### src/rtl/dma_axi_sub_pkg.sv
// Shared definitions for the DMA AXI4 subordinate: FSM encoding, AXI burst and
// response encodings, and the per-beat address advance rule.
package dma_axi_sub_pkg;

    typedef enum logic [2:0] {
        ST_IDLE    = 3'd0,
        ST_WR_DATA = 3'd1,
        ST_WR_RESP = 3'd2,
        ST_RD_MEM  = 3'd3,
        ST_RD_DATA = 3'd4
    } state_t;

    localparam logic [1:0] BURST_FIXED = 2'd0;
    localparam logic [1:0] BURST_INCR  = 2'd1;
    localparam logic [1:0] BURST_WRAP  = 2'd2;

    localparam logic [1:0] RESP_OKAY   = 2'd0;
    localparam logic [1:0] RESP_SLVERR = 2'd2;

    // Next beat address on a 64-bit carrier; callers truncate to their width,
    // which gives modulo-2^N wrap for free. Only INCR moves; everything else holds.
    function automatic logic [63:0] next_addr(input logic [63:0] addr,
                                              input logic [2:0]  size,
                                              input logic [1:0]  burst);
        if (burst == BURST_INCR)
            return addr + (64'd1 << size);
        else
            return addr;
    endfunction

endpackage

### src/rtl/dma_axi_sub_addr_gen.sv
// Beat address register and beat counter shared by the write and read paths.
// load captures a new burst, step advances one beat, last flags counter == len.
module dma_axi_sub_addr_gen
    import dma_axi_sub_pkg::*;
#(
    parameter int ADDR_W = 32,
    parameter int LEN_W  = 8
) (
    input  logic              clk,
    input  logic              rst,
    input  logic              i_load,
    input  logic              i_step,
    input  logic [ADDR_W-1:0] i_addr,
    input  logic [LEN_W-1:0]  i_len,
    input  logic [2:0]        i_size,
    input  logic [1:0]        i_burst,
    output logic [ADDR_W-1:0] o_addr,
    output logic [LEN_W-1:0]  o_cnt,
    output logic              o_last
);

    logic [ADDR_W-1:0] r_addr;
    logic [LEN_W-1:0]  r_cnt;
    logic [LEN_W-1:0]  r_len;
    logic [2:0]        r_size;
    logic [1:0]        r_burst;

    logic [63:0]        w_next64;
    logic [ADDR_W-1:0]  w_next;
    logic [63-ADDR_W:0] w_unused_hi;

    assign w_next64    = next_addr({{(64-ADDR_W){1'b0}}, r_addr}, r_size, r_burst);
    assign w_next      = w_next64[ADDR_W-1:0];
    assign w_unused_hi = w_next64[63:ADDR_W];

    // Burst capture on load, one-beat advance on step.
    always_ff @(posedge clk or negedge rst) begin
        if (!rst) begin
            r_addr  <= '0;
            r_cnt   <= '0;
            r_len   <= '0;
            r_size  <= '0;
            r_burst <= '0;
        end else if (i_load) begin
            r_addr  <= i_addr;
            r_cnt   <= '0;
            r_len   <= i_len;
            r_size  <= i_size;
            r_burst <= i_burst;
        end else if (i_step) begin
            r_addr  <= w_next;
            r_cnt   <= r_cnt + 1'b1;
        end
    end

    assign o_addr = r_addr;
    assign o_cnt  = r_cnt;
    assign o_last = (r_cnt == r_len);

endmodule

### src/rtl/dma_axi_sub.sv
// AXI4 subordinate terminating DMA bursts onto a single-word native port.
// One transaction at a time; read/write contention resolved round-robin.
// Optional: DMA_AXI_SUB_4K_CHECK_EN flags INCR bursts that cross 4 KiB as SLVERR.
//
// state      | meaning
// -----------+-----------------------------------------------------------
// ST_IDLE    | arbitrate AW/AR, latch burst, pick error flag
// ST_WR_DATA | one native write per W beat (drained when in error)
// ST_WR_RESP | present B response until bready
// ST_RD_MEM  | native read of the current beat (skipped when in error)
// ST_RD_DATA | present R beat until rready
module dma_axi_sub
    import dma_axi_sub_pkg::*;
#(
    parameter int AXI_ADDR_W = 32,
    parameter int AXI_DATA_W = 32,
    parameter int AXI_ID_W   = 1,
    parameter int AXI_LEN_W  = 8
) (
    input  logic                    clk,
    input  logic                    rst,
    input  logic [AXI_ID_W-1:0]     s_axi_awid,
    input  logic [AXI_ADDR_W-1:0]   s_axi_awaddr,
    input  logic [AXI_LEN_W-1:0]    s_axi_awlen,
    input  logic [2:0]              s_axi_awsize,
    input  logic [1:0]              s_axi_awburst,
    input  logic                    s_axi_awlock,
    input  logic [3:0]              s_axi_awcache,
    input  logic [2:0]              s_axi_awprot,
    input  logic [3:0]              s_axi_awqos,
    input  logic                    s_axi_awvalid,
    output logic                    s_axi_awready,
    input  logic [AXI_DATA_W-1:0]   s_axi_wdata,
    input  logic [AXI_DATA_W/8-1:0] s_axi_wstrb,
    input  logic                    s_axi_wlast,
    input  logic                    s_axi_wvalid,
    output logic                    s_axi_wready,
    output logic [AXI_ID_W-1:0]     s_axi_bid,
    output logic [1:0]              s_axi_bresp,
    output logic                    s_axi_bvalid,
    input  logic                    s_axi_bready,
    input  logic [AXI_ID_W-1:0]     s_axi_arid,
    input  logic [AXI_ADDR_W-1:0]   s_axi_araddr,
    input  logic [AXI_LEN_W-1:0]    s_axi_arlen,
    input  logic [2:0]              s_axi_arsize,
    input  logic [1:0]              s_axi_arburst,
    input  logic                    s_axi_arlock,
    input  logic [3:0]              s_axi_arcache,
    input  logic [2:0]              s_axi_arprot,
    input  logic [3:0]              s_axi_arqos,
    input  logic                    s_axi_arvalid,
    output logic                    s_axi_arready,
    output logic [AXI_ID_W-1:0]     s_axi_rid,
    output logic [AXI_DATA_W-1:0]   s_axi_rdata,
    output logic [1:0]              s_axi_rresp,
    output logic                    s_axi_rlast,
    output logic                    s_axi_rvalid,
    input  logic                    s_axi_rready,
    output logic                    valid,
    output logic [AXI_ADDR_W-1:0]   address,
    output logic [AXI_DATA_W-1:0]   wdata,
    output logic [AXI_DATA_W/8-1:0] wstrb,
    input  logic [AXI_DATA_W-1:0]   rdata,
    input  logic                    ready
);

    localparam int STRB_W    = AXI_DATA_W / 8;
    localparam int BYTE_LOG2 = $clog2(STRB_W);
    localparam logic [AXI_ADDR_W-1:0] ALIGN_MASK = ~AXI_ADDR_W'(STRB_W - 1);

    state_t                r_state;
    logic                  r_prio_wr;   // 0: read wins contention, 1: write wins
    logic                  r_err;
    logic [AXI_ID_W-1:0]   r_id;
    logic [1:0]            r_bresp;
    logic [1:0]            r_rresp;
    logic [AXI_DATA_W-1:0] r_rdata;

    logic                  w_idle;
    logic                  w_grant_rd;
    logic                  w_grant_wr;
    logic                  w_accept;
    logic [AXI_ADDR_W-1:0] w_ld_addr;
    logic [AXI_LEN_W-1:0]  w_ld_len;
    logic [2:0]            w_ld_size;
    logic [1:0]            w_ld_burst;
    logic [AXI_ID_W-1:0]   w_ld_id;
    logic                  w_ld_err;
    logic                  w_wr_hs;
    logic                  w_wlast_bad;
    logic                  w_step;
    logic                  w_last;
    logic [AXI_ADDR_W-1:0] w_beat_addr;
    logic [AXI_LEN_W-1:0]  w_cnt;
    logic                  w_unused_sideband;

    assign w_unused_sideband = ^{s_axi_awlock, s_axi_awcache, s_axi_awprot, s_axi_awqos,
                                 s_axi_arlock, s_axi_arcache, s_axi_arprot, s_axi_arqos, w_cnt};

    assign w_idle     = (r_state == ST_IDLE);
    assign w_grant_rd = s_axi_arvalid & (~s_axi_awvalid | ~r_prio_wr);
    assign w_grant_wr = s_axi_awvalid & (~s_axi_arvalid |  r_prio_wr);
    assign w_accept   = w_idle & (w_grant_rd | w_grant_wr);

    assign s_axi_arready = w_idle & w_grant_rd;
    assign s_axi_awready = w_idle & w_grant_wr;

    assign w_ld_addr  = w_grant_rd ? s_axi_araddr  : s_axi_awaddr;
    assign w_ld_len   = w_grant_rd ? s_axi_arlen   : s_axi_awlen;
    assign w_ld_size  = w_grant_rd ? s_axi_arsize  : s_axi_awsize;
    assign w_ld_burst = w_grant_rd ? s_axi_arburst : s_axi_awburst;
    assign w_ld_id    = w_grant_rd ? s_axi_arid    : s_axi_awid;

`ifdef DMA_AXI_SUB_4K_CHECK_EN
    localparam int SPAN_W = AXI_LEN_W + 9;
    logic [SPAN_W-1:0] w_span;
    logic              w_4k_err;
    assign w_span   = (SPAN_W'(w_ld_len) + SPAN_W'(1)) << w_ld_size;
    assign w_4k_err = (w_ld_burst == BURST_INCR) &&
                      ((SPAN_W'(w_ld_addr[11:0]) + w_span) > SPAN_W'(4096));
    assign w_ld_err = w_ld_burst[1] | (int'(w_ld_size) > BYTE_LOG2) | w_4k_err;
`else
    // WRAP and the reserved encoding both have bit 1 set.
    assign w_ld_err = w_ld_burst[1] | (int'(w_ld_size) > BYTE_LOG2);
`endif

    assign w_wr_hs     = (r_state == ST_WR_DATA) & s_axi_wvalid & s_axi_wready;
    assign w_wlast_bad = (s_axi_wlast != w_last);
    assign w_step      = (w_wr_hs & ~w_last) |
                         ((r_state == ST_RD_DATA) & s_axi_rready & ~w_last);

    dma_axi_sub_addr_gen #(
        .ADDR_W (AXI_ADDR_W),
        .LEN_W  (AXI_LEN_W)
    ) u_addr_gen (
        .clk     (clk),
        .rst     (rst),
        .i_load  (w_accept),
        .i_step  (w_step),
        .i_addr  (w_ld_addr),
        .i_len   (w_ld_len),
        .i_size  (w_ld_size),
        .i_burst (w_ld_burst),
        .o_addr  (w_beat_addr),
        .o_cnt   (w_cnt),
        .o_last  (w_last)
    );

    // Transaction sequencing, arbitration priority and response registers.
    always_ff @(posedge clk or negedge rst) begin
        if (!rst) begin
            r_state   <= ST_IDLE;
            r_prio_wr <= 1'b0;
            r_err     <= 1'b0;
            r_id      <= '0;
            r_bresp   <= RESP_OKAY;
            r_rresp   <= RESP_OKAY;
            r_rdata   <= '0;
        end else begin
            case (r_state)
                ST_IDLE: begin
                    if (w_accept) begin
                        r_id      <= w_ld_id;
                        r_err     <= w_ld_err;
                        r_prio_wr <= ~r_prio_wr;
                        r_state   <= w_grant_rd ? ST_RD_MEM : ST_WR_DATA;
                    end
                end
                ST_WR_DATA: begin
                    if (w_wr_hs) begin
                        if (w_wlast_bad)
                            r_err <= 1'b1;
                        if (w_last) begin
                            r_bresp <= (r_err | w_wlast_bad) ? RESP_SLVERR : RESP_OKAY;
                            r_state <= ST_WR_RESP;
                        end
                    end
                end
                ST_WR_RESP: begin
                    if (s_axi_bready)
                        r_state <= ST_IDLE;
                end
                ST_RD_MEM: begin
                    if (r_err) begin
                        r_rdata <= '0;
                        r_rresp <= RESP_SLVERR;
                        r_state <= ST_RD_DATA;
                    end else if (ready) begin
                        r_rdata <= rdata;
                        r_rresp <= RESP_OKAY;
                        r_state <= ST_RD_DATA;
                    end
                end
                ST_RD_DATA: begin
                    if (s_axi_rready)
                        r_state <= w_last ? ST_IDLE : ST_RD_MEM;
                end
                default: r_state <= ST_IDLE;
            endcase
        end
    end

    assign s_axi_wready = (r_state == ST_WR_DATA) & (r_err | ready);
    assign s_axi_bvalid = (r_state == ST_WR_RESP);
    assign s_axi_bresp  = r_bresp;
    assign s_axi_bid    = r_id;
    assign s_axi_rvalid = (r_state == ST_RD_DATA);
    assign s_axi_rlast  = s_axi_rvalid & w_last;
    assign s_axi_rdata  = r_rdata;
    assign s_axi_rresp  = r_rresp;
    assign s_axi_rid    = r_id;

    assign valid   = ~r_err & (((r_state == ST_WR_DATA) & s_axi_wvalid) | (r_state == ST_RD_MEM));
    assign address = w_beat_addr & ALIGN_MASK;
    assign wdata   = (r_state == ST_WR_DATA) ? s_axi_wdata : '0;
    assign wstrb   = (r_state == ST_WR_DATA) ? s_axi_wstrb : '0;

endmodule
### config.mk
export PLATFORM = sky130hd
export DESIGN_NAME = dma_axi_sub
export DESIGN_NICKNAME = d
export VERILOG_FILES = /design/src/rtl/dma_axi_sub_pkg.sv /design/src/rtl/dma_axi_sub_addr_gen.sv /design/src/rtl/dma_axi_sub.sv
export SDC_FILE = /design/constraint.sdc
export NUM_CORES = 1
export LEC_CHECK = 0
export ABC_AREA = 1
export CAP_MARGIN = 25
export CORE_MARGIN = 8
export CORE_UTILIZATION = 45
export DETAILED_ROUTE_END_ITERATION = 12
export PLACE_DENSITY_LB_ADDON = 0.3
export SYNTH_ARGS = -nofsm -noshare
export SYNTH_HDL_FRONTEND = slang
export SYNTH_HIERARCHICAL = 1
export SYNTH_SLANG_ARGS = --single-unit
### constraint.sdc
create_clock -name clk -period 4.12 [get_ports clk]
set_input_delay 0.824 -clock clk [delete_from_list [all_inputs] [get_ports clk]]
set_output_delay 0.824 -clock clk [all_outputs]
set_load 0.03 [all_outputs]
======== Word-level counts from Yosys, hierarchy flattened ========
Cells that the tools add are included.
storage, ports and cells
  input bits .............................. 193
  output and inout bits ................... 113
  bits in registers ....................... 95
  logic and storage cells ................. 98
operators by class
  reductions and logical operators ........ 11
  bitwise operators ....................... 26
  $lt $le $gt $ge ......................... 1
  equal/unequal tests ..................... 14
  shifts and indexed selects .............. 1
  mux-type cells .......................... 31
  add/sub/neg operators ................... 2
operators with widths
  operator                                                                          count
  32-bit 2-to-1 mux                                                                 7
  32-bit adder                                                                      1
  1-bit by 3-bit left shift with 32-bit output (first input constant)               1
  3-bit 2-to-1 mux                                                                  8
  8-bit 2-to-1 mux                                                                  3
  3-bit one-hot mux with 5 select lines                                             1
  1-bit bitwise AND                                                                 13
  2-bit 2-to-1 mux                                                                  6
  8-bit by 1-bit adder with 8-bit output (second input constant)                    1
  8-bit equality test                                                               1
  1-bit OR                                                                          8
  2-bit nonzero test                                                                4
  3-bit by 2-bit equality test with 1-bit output (second input constant)            2
  2-bit by 1-bit != test with 1-bit output (second input constant)                  3
  2-bit != test (second input constant)                                             3
  2-bit AND reduction                                                               3
  6-bit AND reduction                                                               1
  1-bit inverter                                                                    5
  1-bit 2-to-1 mux                                                                  4
  4-bit 2-to-1 mux                                                                  1
  4-bit AND reduction                                                               1
  3-bit by 1-bit equality test with 1-bit output (second input constant)            1
  3-bit equality test (second input constant)                                       1
  3-bit by 2-bit greater-than comparator with 1-bit output (second input constant)  1
  6 further kinds                                                                   6

======== Longest topological paths before layout ========
Gate-level depths: netlist of run 1.
  depth in word-level cells ............... 8
  mapped depth ............................ 15
  mapped depth without buffers ............ 15

======== Hierarchy ========
Netlist of run 1, hierarchy kept.
modules (own cells, without submodules)
  module                cells an instance  area an instance (µm²)  instances  sequential area each (µm²)
  dma_axi_sub_addr_gen  592                3882.5                  1          1326.3
  dma_axi_sub           452                2733.9                  1          1001.0

======== Worst setup path before layout of run 1 ========
No wires, ideal clock.
  path type ............................... register -> output
  start ................................... reg u_addr_gen.r_cnt[3] (netlist: u_addr_gen/o_cnt[3])
  end ..................................... out s_axi_rlast
  cell stages (with the launch flop) ...... 6
  arrival ................................. 1.915 ns
  required time ........................... 3.296 ns
  slack ................................... 1.381 ns
  path buffers ............................ 0
  path through ............................ dfrtp_1 > xnor2_1 > nand4_1 > nor4_1 > inv_1 > nor3_1
between the ends
  cells in the longest elaborated chain, start to end .. 2
RTL lines
  item                    line                        source
  from (decl)             dma_axi_sub_addr_gen.sv:23  logic [LEN_W-1:0] r_cnt;
  from (signal assigned)  dma_axi_sub_addr_gen.sv:52  r_cnt <= r_cnt + 1'b1;
  8-bit equality test     dma_axi_sub_addr_gen.sv:58  assign o_last = (r_cnt == r_len);
  named net w_last        dma_axi_sub.sv:92           logic w_last;
  1-bit bitwise AND       dma_axi_sub.sv:208          assign s_axi_rlast = s_axi_rvalid & w_last;
  to (decl)               dma_axi_sub.sv:56           output logic s_axi_rlast,
The timed path passes the listed nets, and every way through them passes these cells.

======== Worst setup path after layout of run 1 ========
Same ends and word-level chain as after synthesis.

==> out/qor.yml, run 1 <==
slew_violations: 0
coreArea_mm2: 0.0144
yosysSeqAreaShare_pct: 35.2
rows: 44
ys_ff_latch: 93
clock-root-buffer: "clkbuf_16"
netlist_area_mm2: 0.00662
cts_tree: "yes"
gr-usage-all-layers_pct: 24.8
grt_util_met1_pct: 30.7
dp_hpwl_mm: 18.5
final_nets: 1500
rsz0062_at_grt: "false"
initial_utilization_pct: 45.9
top_usage_layer: "met2"
yosysWarnings: 6
worstMarginPinSlew_ps: 949
crit_required_ps: 3300
use_met3_pct: 5.91
status: "completed"
hold_class: "input pin to async pin"
cp.arrival_ps: 2870
ant_nets: 0
ios: 306
drive_above_1_share_pct: 5.91
wl_mm: 23.8
finalSetupTns_ps: 0
async_flop_share_pct: 100
p_per_area_mw_per_mm2: 699
fmax_ghz: 0.271
grt_overflow: 0
hold_slack_ps: 424
htree_levels: 3
vias: 7459
path_class: "register to primary output"
syn_inst: 1044
crit_fanout: 6
cts_sinks: 93
antenna_found_initial: 2
clk_path_buf_depth: 2
clk_latency_ps: 350
drt_iter0_drc: 571
startpoint_type: "register"
die_x_um: 137
drt_first_pass_iters: 6
syn2layout_area_growth_pct: 47.1
drc: 0
post_cts_resized: 0
post_cts_buffers: 0
grt_pass1_wl_mm: 36.9
cp-end-kind: "primary output"
wire_per_inst_um: 16.0
use_met2_pct: 41.6
grt_max_degree: 55
die_area_mm2: 0.0188
syn_area_per_cell_um2: 6.34
die_h_um: 137
max_cap_viol_count: 0
skew_ps: 6.67
min_period_ps: 3690
synthDistinctLibCells: 40
portBuffers: 277
cts_buffers: 9
place_congestion: 0.907
leakagePower_nw: 4.96
postCtsHoldBufs: 0
hold_viol_final: 0
setup_viol: 0
fin_crit_sh_pct: 89.6
ys.flop_type: "dfrtp_1"
synth_edf_count: 0
clkTransAtPathRegs_ps: 70
grt_pass1_vias: 7065
vias_per_cell: 5.01
slew_headroom_pct: 36.7
peakVddDrop_mv: 0.318
## worst max-delay path, stage by stage (launching register included)
cell	delay (ps)
dfrtp_1	450
xnor2_1	200
nand4_1	110
nor4_1	550
inv_1	240
nor3_1	220
clkdlybuf4s50_1	740
## state kept, by name (all words and copies together) (netlist names)
signal              count
s_axi_rdata            32
r_err                   1
u_addr_gen/o_addr      32
r_prio_wr               1
u_addr_gen/r_size       3
s_axi_bid               1
s_axi_rresp             1
u_addr_gen/r_len        8
s_axi_bresp             1
u_addr_gen/o_cnt        8
r_state                 3
u_addr_gen/r_burst      2
## cell families (layout without fill, tap and decap cells)
kind of cell               after synthesis  count (layout)  synth area share, %
xor gates and xnor gates                 9               9                 1.19
other                                    1               6               0.0567
and+or+nand+nor                        685             685                 43.9
buffers and inverters                  171             426                 11.2
DFF                                     93              93                 35.2
AOI/OAI and AO/OA                       75              75                 6.43
adders and majority gates               10              10                 2.00
## per-stage QoR
step           total power, mW  util (%)  worst slack (ps)  area, µm²  cells
5_1_grt                   7.30      67.5               226       9730   1488
2_1_floorplan             4.41         -              1380       6630   1047
4_1_cts                   6.83      67.4               493       9730   1486
3_3_place_gp              5.86      65.3               712       9430   1470
3_5_place_dp              5.95      65.3               645       9430   1470
6_report                  6.80      67.5               428       9730   1488
## cell type report
class | count | area [µm²]
Antenna cell | 2 | 5.00
Clock buffer | 10 | 239
Clock inverter | 6 | 61.3
Fill cell | 1285 | 4690
Inverter | 126 | 473
Multi-Input combinational cell | 783 | 3570
Sequential cell | 93 | 2330
Tap cell | 184 | 230
Timing Repair Buffer | 284 | 2820
## routing by layer
layer / wire (µm) / vias to the layer above
li1: - / 3739
met1: 9780 / 3429
met2: 11600 / 266
met3: 2020 / 25
met4: 400 / 0
met5: 0 / -
## path summary, 6_finish.rpt
| check | startpoint | end | slack, ps | cells after the start |
|---|---|---|---|---|
| setup reg to reg | r_err$_DFFE_PN0P_ | u_addr_gen/o_addr[8]$_DFFE_PN0P_ | 1130 | 12 |
| hold reg to reg | s_axi_rdata[12]$_DFFE_PN0P_ | s_axi_rdata[12]$_DFFE_PN0P_ | 480 | 2 |
| max in group asynchronous | rst | u_addr_gen/o_cnt[1]$_DFFE_PN0P_ | 2850 | 2 |
| hold / removal | rst | s_axi_rdata[4]$_DFFE_PN0P_ | 420 | 1 |
| setup / recovery | u_addr_gen/o_cnt[3]$_DFFE_PN0P_ | s_axi_rlast | 430 | 6 |
| min in group clk | s_axi_rdata[12]$_DFFE_PN0P_ | s_axi_rdata[12]$_DFFE_PN0P_ | 480 | 2 |
## synthesized netlist by cell type, types with 4 or more instances
cell type,count,share of area (%)
nor3_2,4,0.61
inv_1,115,6.5
nand3_2,5,0.76
o21ai_1,4,0.30
ha_1,9,1.7
nor3_1,17,1.3
nand3b_1,6,0.68
xnor2_1,5,0.66
inv_2,11,0.62
nand2_2,14,1.3
o21a_1,4,0.45
nor2_1,107,6.1
clkbuf_1,12,0.68
nand3_1,86,6.5
buf_2,16,1.2
xor2_1,4,0.53
dfrtp_1,93,35
o21ai_0,27,2.0
buf_6,4,0.68
nor2_2,9,0.85
nand2_1,422,24
a31oi_1,4,0.38
buf_4,13,1.5
a21oi_1,28,2.1
nand4_1,8,0.76
## cell usage in the layout, fill, tap and decap left out, types with 15 or more instances in the layout
cell type        synthesis  final
nand2_1                422    421
nor3_1                  17     17
clkdlybuf4s50_1          0    275
nand3_1                 86     86
a21oi_1                 28     28
o21ai_0                 27     27
dfrtp_1                 93     93
nand2_2                 14     15
inv_1                  115    115
nor2_1                 107    107
## where the power goes
part | internal [mW] | leakage (nW) | switching (mW)
sequential | 1.28 | 1.17 | 0.393
combinational | 1.56 | 3.64 | 2.71
clock | 0.486 | 0.149 | 0.370
(Power assumes the default switching activity.)
==> run 2: changes to the inputs <==
ABC_AREA = unset   (was 1)
==> run 2 against run 1 <==
Compared with the run above: sequential power is essentially flat; register-to-register slack lost 140 ps; combinational power is 4% lower; maximum frequency grew 11%; first-iteration DRC count down 46%; synthesized cell count fell by 39%; routed wire length is 16% lower; hold slack better by 26 ps.
==> out/qor.yml, run 2 <==
ant_nets: 0  # unchanged
ys_top_cells_by_count: "dfrtp_1 (93), o21ai_0 (45), mux2_2 (43), inv_1 (40), nor2_1 (39)"  # was nand2_1 (422), inv_1 (115), nor2_1 (107), dfrtp_1 (93), nand3_1 (86)
drive_above_1_share_pct: 13.4  # was 5.91%
yosys.area.top_type_share_pct: 37.1  # was 35.2%
timing.rr.start: "u_addr_gen/r_size[0]$_DFFE_PN0P_"  # was r_err$_DFFE_PN0P_
finalSetupTns_ps: 0  # unchanged
r2r_cells: 7  # was 12
postCtsHoldBufs: 0  # unchanged
min_period_ps: 3320  # was 3690 ps
drc: 0  # unchanged
path_class: "input pin to primary output"  # was register to primary output
async_flop_share_pct: 100  # unchanged
final_nets: 1093  # was 1500
crit_required_ps: 3300  # about the same
fin_cells: 1076  # was 1488
syn2layout_area_growth_pct: 50.3  # was 47.1%
synthTopCellsByArea: "dfrtp_1 (37%), mux2_2 (7.7%), o41ai_2 (7.0%)"  # was dfrtp_1 (35%), nand2_1 (24%), inv_1 (6.5%)
place_congestion: 0.851  # was 0.907
slew_headroom_pct: 28.7  # was 36.7%
drt_first_pass_iters: 4  # was 6
cp_common_cell: "clkdlybuf4s50_1"
ios: 306  # unchanged
portBuffers: 277  # unchanged
yosysMostFrequentCell: "dfrtp_1"  # was nand2_1
setup_viol: 0  # unchanged
power.total_mw: 6.64  # was 6.80 mW
die_h_um: 134  # was 137 µm
wire_per_inst_um: 18.5  # was 16.0 µm
ys_ff_latch: 93  # unchanged
design_area_mm2: 0.00942  # was 0.00973 mm²
antenna_found_initial: 1  # was 2
grt_pass1_vias: 6258  # was 7065
clock-root-buffer: "clkbuf_16"  # unchanged
cts_buffers: 9  # unchanged
layout_common_cells: "clkdlybuf4s50_1 (276), dfrtp_1 (92), o21ai_0 (45)"  # was nand2_1 (421), clkdlybuf4s50_1 (275), inv_1 (115)
rows: 43  # was 44
die_x_um: 134  # was 137 µm
ys.flop_type: "dfrtp_1"  # unchanged
post_cts_buffers: 0  # unchanged
dp_hpwl_mm: 15.5  # was 18.5 mm
startpoint_type: "input pin"  # was register
slowest_delay_ps: 760  # was 740 ps
fin_crit_sh_pct: 80.5  # was 89.6%
post_cts_resized: 0  # unchanged
synth_edf_count: 0  # unchanged
placed_cells: 1059  # was 1470
initial_utilization_pct: 45.7  # was 45.9%
htree_levels: 3  # unchanged
slew_violations: 0  # unchanged
crit_fanout: 4  # was 6
hold_viol_final: 0  # unchanged
rsz0062_at_grt: "false"  # unchanged
clk_latency_ps: 350  # about the same
fmax_ghz: 0.301  # was 0.271 GHz
netlist_area_mm2: 0.00627  # was 0.00662 mm²
coreArea_mm2: 0.0137  # was 0.0144 mm²
yosysSeqAreaShare_pct: 37.1  # was 35.2%
wl_mm: 19.9  # was 23.8 mm
leakagePower_nw: 3.88  # was 4.96 nW
gr-usage-all-layers_pct: 21.6  # was 24.8%
cp_slowest_cell: "clkdlybuf4s50_1"  # unchanged
worstMarginPinSlew_ps: 1070  # was 949 ps
cp.arrival_ps: 2490  # was 2870 ps
yosysWarnings: 6  # unchanged
vias_per_cell: 5.51  # was 5.01
setup_slack_ps: 803  # was 428 ps
place_ws_ps: 792  # was 645 ps
max_cap_viol_count: 0  # unchanged
r2r_slack_ps: 990  # was 1130 ps
die_area_mm2: 0.0180  # was 0.0188 mm²
r2r-end: "u_addr_gen/o_addr[9]$_DFFE_PN0P_"  # was u_addr_gen/o_addr[8]$_DFFE_PN0P_
synthDistinctLibCells: 68  # was 40
place_area_mm2: 0.00910  # was 0.00943 mm²
grt_pass1_wl_mm: 31.7  # was 36.9 mm
syn_area_per_cell_um2: 9.88  # was 6.34 µm²
clkTransAtPathRegs_ps: 60  # was 70 ps
p_per_area_mw_per_mm2: 705  # was 699 mW/mm²
syn_inst: 634  # was 1044
drt_iter0_drc: 308  # was 571
yosysTopAreaCell: "dfrtp_1"  # unchanged
cts_tree: "yes"  # unchanged
peakVddDrop_mv: 0.359  # was 0.318 mV
hold_class: "input pin to async pin"  # unchanged
clk_path_buf_depth: 2  # unchanged
grt_overflow: 0  # unchanged
cts_sinks: 93  # unchanged
final_common_cell: "clkdlybuf4s50_1"  # was nand2_1
status: "completed"  # unchanged
grt_max_degree: 49  # was 55
vias: 5925  # was 7459
cp-end-kind: "primary output"  # unchanged
skew_ps: 7.99  # was 6.67 ps
cp_cell_sequence: "clkdlybuf4s50_1, a21boi_4, nor3b_1, clkdlybuf4s50_1"  # was xnor2_1, nand4_1, nor4_1, inv_1, nor3_1, clkdlybuf4s50_1
[run 2: worst max path at each step]
stage / from / endpoint / cells past startpoint
final: s_axi_arvalid / s_axi_arready / 4
after global routing: u_addr_gen/r_size[0]$_DFFE_PN0P_ / u_addr_gen/o_addr[9]$_DFFE_PN0P_ / 7
after CTS: s_axi_arvalid / s_axi_arready / 4
after detailed placement: ready / u_addr_gen/o_addr[24]$_DFFE_PN0P_ / 9
after global placement: s_axi_arvalid / s_axi_arready / 4
after floorplan: s_axi_arvalid / s_axi_arready / 4
[run 2: layer usage]
layer,share of wire (%),track usage [%],vias up
li1,-,-,2804
met1,38,23.9,2900
met2,54,39.2,183
met3,4.9,4.75,38
met4,2.9,8.98,0
met5,0,0,-
[run 2: worst max-delay path, delay by kind of cell]
family / cells / cell delay, ps
buf+inv: 2 / 1280
compound gates: 1 / 190
simple gates: 1 / 200
[run 2: area by class of cell]
cell class,instances,area [µm²]
diodes,1,2.50
clock buffers,11,253
multi-input cells,455,3530
clock inverters,5,58.8
flip-flops and latches,93,2330
repair buffers,290,2870
well taps,180,225
fillers,1071,4300
inverters,41,154
[run 2: cell families after synthesis]
family	Yosys count	synth area share, %
simple gates	191	18.1
compound gates	158	20.1
flops	93	37.1
buf+inv	89	7.01
mux	67	12.0
xor+xnor	25	3.49
fa+ha+maj	10	2.12
other cells	1	0.0598
[run 2: metrics by stage]
| step | hold slack, ps | util (%) |
|---|---|---|
| floorplan | 480 | - |
| global placement | 472 | 66.3 |
| detailed placement | 484 | 66.3 |
| CTS | 456 | 68.6 |
| global route | 477 | 68.6 |
| finish | 451 | 68.6 |
[run 2: report_power, final]
group          internal [mW]  switching, mW
Combinational           1.74           2.34
Sequential              1.26          0.428
Clock                  0.504          0.363
Total                   3.50           3.13
